File: config.mk
export PLATFORM = sky130hd
export DESIGN_NAME = user_project_la_loopback_flat
export DESIGN_NICKNAME = d
export VERILOG_FILES = /design/src/rtl/user_project_la_loopback_if.sv /design/src/rtl/user_project_la_loopback.sv /design/src/flat_wrapper.sv
export SDC_FILE = /design/constraint.sdc
export NUM_CORES = 1
export LEC_CHECK = 0
export BUFFER_PORTS_ARGS = -buffer_cell sky130_fd_sc_hd__buf_4
export CORE_ASPECT_RATIO = 1.25
export CORE_UTILIZATION = 35
export CTS_BUF_LIST = sky130_fd_sc_hd__clkbuf_8
export DETAILED_ROUTE_END_ITERATION = 6
export MAX_ROUTING_LAYER = met4
export REMOVE_ABC_BUFFERS = 1
export SLEW_MARGIN = 5
export SYNTH_ARGS = -nofsm -noshare
export SYNTH_HDL_FRONTEND = slang
export SYNTH_SLANG_ARGS = --single-unit
File: constraint.sdc
create_clock -name wb_clk_i -period 3.23 [get_ports wb_clk_i]
set_input_delay 0.1615 -clock wb_clk_i [delete_from_list [all_inputs] [get_ports wb_clk_i]]
set_output_delay 0.1615 -clock wb_clk_i [all_outputs]
set_load 0.02 [all_outputs]
File: src/rtl/user_project_la_loopback_if.sv
// Logic-analyser loopback bus: LA data/mask from the management core,
// looped-back data, mode select, change-flag clear and interrupt.
interface user_project_la_loopback_if #(
    parameter int NBANKS = 4,
    parameter int BANK_W = 32
);
    logic [NBANKS*BANK_W-1:0] la_data_in;
    logic [NBANKS*BANK_W-1:0] la_oenb;
    logic [NBANKS*BANK_W-1:0] la_data_out;
    logic [1:0]               mode_i;
    logic                     chg_clr_i;
    logic                     irq;

    modport slave (
        input  la_data_in, la_oenb, mode_i, chg_clr_i,
        output la_data_out, irq
    );

    modport master (
        output la_data_in, la_oenb, mode_i, chg_clr_i,
        input  la_data_out, irq
    );
endinterface

File: src/rtl/user_project_la_loopback.sv
// LA loopback: each destination bank d is fed from its pair bank d^1 through
// a LAT-deep register pipeline. Modes: 00 SWAP, 01 HOLD, 10 INVERT, 11 COUNT.
// Output bits are masked by the source bank's la_oenb (combinational).
// Optional change detector compiled in with LA_LOOPBACK_CHANGE_DETECT_EN;
// without it irq is tied low and chg_clr_i is ignored.

// One destination bank: stage-0 source select, delay pipeline, counter, chg flag.
module user_project_la_loopback_bank #(
    parameter int BANK_W = 32,
    parameter int LAT    = 2
) (
    input  logic              clk,
    input  logic              rst_n,
    input  logic [1:0]        mode,
    input  logic [BANK_W-1:0] src_data,
    input  logic [BANK_W-1:0] src_oenb,
    input  logic              chg_clr,
    output logic [BANK_W-1:0] data_out,
    output logic              chg
);
    typedef enum logic [1:0] {
        MODE_SWAP   = 2'b00,
        MODE_HOLD   = 2'b01,
        MODE_INVERT = 2'b10,
        MODE_COUNT  = 2'b11
    } mode_e;

    logic [LAT-1:0][BANK_W-1:0] stage;
    logic [BANK_W-1:0]          s0_nxt;
    logic [BANK_W-1:0]          cnt;

    // Stage-0 next value; only the mode sampled at this edge picks the source
    always_comb begin
        s0_nxt = stage[0];
        case (mode)
            MODE_SWAP:   s0_nxt = src_data;
            MODE_INVERT: s0_nxt = ~src_data;
            MODE_COUNT:  s0_nxt = cnt;
            default:     s0_nxt = stage[0];
        endcase
    end

    // Pipeline: HOLD freezes every stage, otherwise shift one stage per edge
    always_ff @(posedge clk or negedge rst_n) begin
        if (!rst_n) begin
            stage <= '0;
        end else if (mode != MODE_HOLD) begin
            stage[0] <= s0_nxt;
            for (int k = 1; k < LAT; k++) stage[k] <= stage[k-1];
        end
    end

    // Free-running counter, advances only in COUNT, wraps silently
    always_ff @(posedge clk or negedge rst_n) begin
        if (!rst_n)                   cnt <= '0;
        else if (mode == MODE_COUNT)  cnt <= cnt + 1'b1;
    end

    assign data_out = stage[LAT-1] & ~src_oenb;

`ifdef LA_LOOPBACK_CHANGE_DETECT_EN
    logic chg_set;
    assign chg_set = ((mode == MODE_SWAP) || (mode == MODE_INVERT)) && (s0_nxt != stage[0]);

    // Sticky change flag; a set on the same edge as a clear wins
    always_ff @(posedge clk or negedge rst_n) begin
        if (!rst_n)       chg <= 1'b0;
        else if (chg_set) chg <= 1'b1;
        else if (chg_clr) chg <= 1'b0;
    end
`else
    logic unused_chg_clr;
    assign unused_chg_clr = chg_clr;
    assign chg            = 1'b0;
`endif
endmodule

// Top: pairs banks (0<->1, 2<->3, ...) and ORs the change flags into irq.
module user_project_la_loopback #(
    parameter int NBANKS = 4,
    parameter int BANK_W = 32,
    parameter int LAT    = 2
) (
    input  logic                  wb_clk_i,
    input  logic                  resetb,
    user_project_la_loopback_if.slave bus
);
    logic [NBANKS-1:0][BANK_W-1:0] data_in;
    logic [NBANKS-1:0][BANK_W-1:0] oenb;
    logic [NBANKS-1:0][BANK_W-1:0] data_out;
    logic [NBANKS-1:0]             chg;

    assign data_in = bus.la_data_in;
    assign oenb    = bus.la_oenb;

    for (genvar d = 0; d < NBANKS; d++) begin : g_bank
        localparam int S = d ^ 1;
        user_project_la_loopback_bank #(
            .BANK_W (BANK_W),
            .LAT    (LAT)
        ) u_bank (
            .clk      (wb_clk_i),
            .rst_n    (resetb),
            .mode     (bus.mode_i),
            .src_data (data_in[S]),
            .src_oenb (oenb[S]),
            .chg_clr  (bus.chg_clr_i),
            .data_out (data_out[d]),
            .chg      (chg[d])
        );
    end

    assign bus.la_data_out = data_out;
    assign bus.irq         = |chg;
endmodule

File: src/flat_wrapper.sv
// flat-port wrapper written by rule: the top's interface ports become plain ports
module user_project_la_loopback_flat 
#(
    parameter int NBANKS = 4,
    parameter int BANK_W = 32,
    parameter int LAT    = 2
)
  (wb_clk_i, resetb, bus_la_data_in, bus_la_oenb, bus_mode_i, bus_chg_clr_i, bus_la_data_out, bus_irq);
  user_project_la_loopback_if #(.NBANKS(NBANKS), .BANK_W(BANK_W)) bus_i ();
  input  logic wb_clk_i;
  input  logic resetb;
  input wire logic [$bits(bus_i.la_data_in)-1:0] bus_la_data_in;
  input wire logic [$bits(bus_i.la_oenb)-1:0] bus_la_oenb;
  input wire logic [$bits(bus_i.mode_i)-1:0] bus_mode_i;
  input wire logic [$bits(bus_i.chg_clr_i)-1:0] bus_chg_clr_i;
  output wire logic [$bits(bus_i.la_data_out)-1:0] bus_la_data_out;
  output wire logic [$bits(bus_i.irq)-1:0] bus_irq;
  assign bus_i.la_data_in = bus_la_data_in;
  assign bus_i.la_oenb = bus_la_oenb;
  assign bus_i.mode_i = bus_mode_i;
  assign bus_i.chg_clr_i = bus_chg_clr_i;
  assign bus_la_data_out = bus_i.la_data_out;
  assign bus_irq = bus_i.irq;
  user_project_la_loopback #(.NBANKS(NBANKS), .BANK_W(BANK_W), .LAT(LAT)) u_core (.wb_clk_i(wb_clk_i), .resetb(resetb), .bus(bus_i));
endmodule
After elaboration in Yosys (flattened, before gate mapping)
Cells that the tools add are included.
{"block": "totals", "register_bits": 384, "inputBits": 261, "wordCells": 38}
{"block": "classes", "addsub": 4, "eq_ne": 3, "muxes": 4, "bitwise": 12, "reduce_logical": 3}
{"operator": "$pmux 32 s3", "count": 4}
{"operator": "$not 32->32", "count": 8}
{"operator": "$add 32x1->32 const B", "count": 4}
{"operator": "$and 32x32->32", "count": 4}
{"operator": "$eq 2x2->1 const B", "count": 2}
{"operator": "$reduce_bool 3->1", "count": 1}
{"operator": "$logic_not 2->1", "count": 1}
{"operator": "$ne 2x1->1 const B", "count": 1}
{"operator": "$reduce_and 2->1", "count": 1}

Depth between registers and ports, before layout
{"block": "logic_depth", "word_depth": 3, "ltp_mapped": 8, "depth_no_buf": 6}

By module
Synthesis repeated with hierarchy kept, for this count alone.
{"block": "unflattened", "cells_unflattened": 1621, "area_unflattened_um2": 18465.2}
{"mod": "user_project_la_loopback_bank", "n_inst": 4, "cells_per_inst": 405, "area_per_inst_um2": 4614.4, "seq_area_each_um2": 2402.3}
{"mod": "user_project_la_loopback", "n_inst": 1, "cells_per_inst": 1, "area_per_inst_um2": 7.5, "seq_area_each_um2": 0.0}

Least setup slack after synthesis
Ideal clock, no wire load.
{"block": "synth_timing", "kind": "reg-to-reg", "from": "register u_core.g_bank[0].u_bank.cnt[0]", "to": "register u_core.g_bank[0].u_bank.cnt[31]", "setup_time_ns": 0.123, "arrival_ns": 1.738, "required_time_ns": 3.107, "path_slack_ns": 1.370, "path_stages_with_launch": 7, "n_path_buf": 1, "path_cell_list": "dfrtp_1 inv_1 or4_1 buf_4 nor3_4 or3b_1 xnor2_1"}
{"block": "synth_between", "elab_chain_len": 1}
{"item": "start: declaration", "line_no": "user_project_la_loopback.sv:30", "source": "logic [BANK_W-1:0] cnt;"}
{"item": "start signal: assignment", "line_no": "user_project_la_loopback.sv:56", "source": "else if (mode == MODE_COUNT) cnt <= cnt + 1'b1;"}
{"item": "$add 32x1->32", "line_no": "user_project_la_loopback.sv:56"}
No other way between the ends.
A chain may end at the register's enable or synchronous reset.

Worst setup path after layout
{"block": "layout_timing", "from": "input port bus_mode_i[0]", "to": "register u_core.g_bank[3].u_bank.stage[0] (netlist name)"}
{"block": "layout_between", "elab_chain_len": 3, "elab_cells_between_ends": 7}
{"item": "start: declaration", "line_no": "flat_wrapper.sv:14", "source": "input wire logic [$bits(bus_i.mode_i)-1:0] bus_mode_i;"}
{"item": "$eq 2x2->1 or $logic_not 2->1 (tied branches)", "line_no": "user_project_la_loopback.sv:35", "source": "case (mode)"}
{"item": "$reduce_bool 3->1 (no line)"}
{"item": "$reduce_and 2->1 (no line)"}
{"item": "end: declaration", "line_no": "user_project_la_loopback.sv:28", "source": "logic [LAT-1:0][BANK_W-1:0] stage;"}
Several ways; a longest one is shown, not always the timed one.

==> impl_metrics.py <==
metrics = {
    "outcome": {
        "status": "finished clean",
    },
    "synth": {
        "syn_inst": 1834,
        "synth.largest_area_cell": "dfrtp_1",
        "synth_top_cell_area_share_pct": 52.8,
        "syn-cell-area_um2": 18200,
        "synth_commonest_cells": "dfrtp_1 (384), a21oi_1 (256), nor2b_1 (256), nand2_1 (167), o21ai_0 (131)",
        "yosys_warnings": 0,
        "async_flop_share_pct": 100,
        "synth_cell_type_count": 36,
        "yosysMostFrequentCell": "dfrtp_1",
        "synth_seq_cells": 384,
        "synth_edf_count": 0,
        "synth_area_leaders": "dfrtp_1 (53%), nor2b_1 (8.8%), mux2_2 (7.9%)",
        "postSynthAreaPerCell_um2": 9.93,
        "synth_flop_cell": "dfrtp_1",
        "ys_seq_area_share_pct": 52.8,
    },
    "global_routing": {
        "grt_pass1_wl_um": 73300,
        "grt_usage_pct": 17.6,
        "grt_max_degree": 198,
        "grt-ovfl-total": 0,
        "grt_antenna_before_repair": 1,
        "grt_pass1_vias": 14900,
    },
    "setup_path": {
        "slowest_stage": "dlygate4sd3_1",
        "end_kind": "flip-flop",
        "critPathArrivalTime_ns": 3.49,
        "crit_type": "in -> reg",
        "cp-start-kind": "primary input",
        "crit_top_cell": "dlygate4sd3_1",
        "crit_chain": "dlygate4sd3_1, buf_8, buf_4, buf_6, nor2b_1, a21oi_1, dlygate4sd3_1, o21ai_0, dlygate4sd3_1",
        "cp_slowest_stage_delay_ns": 0.57,
        "required_ns": 3.72,
        "critPathMaxFanout": 92,
    },
    "power": {
        "p_leak_nw": 11.0,
        "internal-power_w": 0.00871,
        "power_density_nw_per_um2": 498,
        "switching_power_w": 0.00344,
        "pwr-share-seq_pct": 47.6,
        "irDropWorstVdd_mv": 0.266,
        "pwr-share-clk_pct": 34.1,
        "p_comb_share_pct": 18.3,
        "p_sw_share_pct": 28.3,
    },
    "sta": {
        "relSlewSlack_pct": 39.6,
        "rsz0062_at_grt": "no",
        "hold_viol": 0,
        "fin_crit_sh_pct": 93.0,
        "fin_crit_ns": 3.00,
        "tightestPinTransition_ns": 0.907,
        "slew_viol_final": 0,
        "finalSetupTns_ns": 0,
        "max_freq_mhz": 333,
        "worst_slack_ns": 0.227,
        "finClkSkew_ns": 0.0342,
        "setup_violations": 0,
    },
    "routing": {
        "drtAntennaViolNets": 0,
        "wirelength_um": 44500,
        "routed_via_density": 4.73,
        "wl_per_cell_um": 14.5,
        "drc": 0,
        "first_pass_iters": 4,
        "drt_iter0_markers": 598,
        "dr_total_vias": 14500,
    },
    "placement": {
        "port-buffer-count": 387,
        "dp.final_hpwl_um": 29500,
        "place_ws_ns": 0.819,
        "gp_congestion": 0.768,
    },
    "run": {
        "drv_cap": 0,
    },
    "floorplanning": {
        "num_rows": 93,
        "core_area_um2": 51400,
        "die_area_um2": 52900,
        "initial_core_util_pct": 35.4,
        "die_w_um": 206,
        "io_pins": 390,
        "die_h_um": 257,
    },
    "finish": {
        "fillers": 4913,
        "drive_above_1_share_pct": 26.5,
        "area_growth_pct": 34.0,
        "nets": 2614,
    },
    "clock_network": {
        "clock_latency_ns": 0.63,
        "clkTransAtPathRegs_ns": 0.06,
        "cts-buffers-inserted": 66,
        "cts_root_buffer": "clkbuf_8",
        "h-tree-depth": 3,
        "clockBufferDepth": 3,
        "cts_tree": "yes",
        "clkSinkCount": 384,
    },
    "hold_path": {
        "min_path_type": "in -> async",
    },
}
-- logic make-up (layout without fill, tap and decap cells) --
family	count (synthesis)	count (layout)	share of synthesized area (%)
simple gates	584	584	17.7
compound gates	388	388	10.7
flops	384	384	52.8
buf+inv	221	781	4.68
mux	128	128	7.92
xor+xnor	124	124	5.97
fa+ha+maj	4	4	0.275
other cells	1	2	0.0206
-- timing repair --
action | 4_1_cts | 5_1_grt
endpoints found under the hold margin | 229 | 0
setup buffers | 0 | 0
hold buffers | 133 | 0
gates resized for setup | 0 | 1
endpoints found under the setup margin | 0 | 2
-- power groups by stage --
stage | sequential [W] | combinational, W | clock [W]
floorplan | 0.00570 | 0.00123 | 0
global placement | 0.00584 | 0.00206 | 0
detailed placement | 0.00587 | 0.00210 | 0
CTS | 0.00579 | 0.00226 | 0.00434
global route | 0.00586 | 0.00247 | 0.00452
finish | 0.00578 | 0.00222 | 0.00415
-- metrics by stage --
stage	total power [W]	hold WS (ns)	cell area, µm²	utilization (%)	std cells
floorplan	0.00693	-0.134	17800	-	1740
global placement	0.00790	0.299	21800	42.4	2813
detailed placement	0.00797	0.325	21800	42.4	2813
CTS	0.0124	0.208	24400	47.4	3059
global route	0.0128	0.267	24400	47.4	3060
finish	0.0121	0.189	24400	47.4	3060
-- flip-flops by register name, indices dropped and copies added, names as in the netlist --
register,count
u_core.g_bank.u_bank.cnt,128
u_core.g_bank.u_bank.stage,256
-- layout make-up --
cell class | instances | area (µm²) | share of cell area [%]
Timing Repair Buffer | 541 | 4490 | 18.4
Tap cell | 665 | 832 | 3.41
Inverter | 127 | 477 | 1.95
Sequential cell | 384 | 9610 | 39.4
Multi-Input combinational cell | 1229 | 7750 | 31.8
Clock buffer | 77 | 1060 | 4.34
Antenna cell | 1 | 2.50 | 0.0103
Clock inverter | 36 | 171 | 0.703
-- critical path: cells and delay by family --
family                 cells  cell delay (ns)
buffers and inverters      6             2.85
AO/OA/AOI/OAI              2             0.25
AND/OR/NAND/NOR            1             0.15
-- cells in the final DEF, fill, tap and decap left out, drive strengths merged --
cell           n
nor3          19
or3b           1
buf          408
mux2         128
dfrtp        384
nand2b         1
or3            2
clkinv         8
conb           1
or4            2
o21ai        131
nor2          21
nand3         34
diode          1
dlygate4sd3  133
xnor2        124
and4          18
nand3b         1
clkinvlp       1
a211oi         1
nand4b         1
a21oi        256
and3          12
nor4          15
inv          154
and3b          1
and2           5
nor2b        256
ha             4
nand2        169
nand4         26
clkbuf        77
-- path summary, 6_finish.rpt --
path                       slack, ns                            start  depth (start not counted)                                 to
setup / recovery                0.23                    bus_mode_i[0]                          9   u_core.g_bank[3].u_bank.stage[0]
hold / removal                  0.19                           resetb                          2  u_core.g_bank[1].u_bank.stage[57]
setup reg to reg                1.02   u_core.g_bank[0].u_bank.cnt[2]                          5    u_core.g_bank[0].u_bank.cnt[31]
hold reg to reg                 0.47  u_core.g_bank[0].u_bank.cnt[25]                          1    u_core.g_bank[0].u_bank.cnt[25]
max in group asynchronous       1.98                           resetb                          3  u_core.g_bank[3].u_bank.stage[50]
min in group wb_clk_i           0.45                    bus_mode_i[1]                          3   u_core.g_bank[3].u_bank.stage[9]
-- layer usage --
metal	GRT usage (%)	vias up	part of all wire (%)
met1	20.8	6964	42
met4	5.90	0	1.9
met5	-	-	0
met3	2.55	63	3.8
li1	-	7149	-
met2	30.3	297	52
Power figures use the tool's default switching activity.
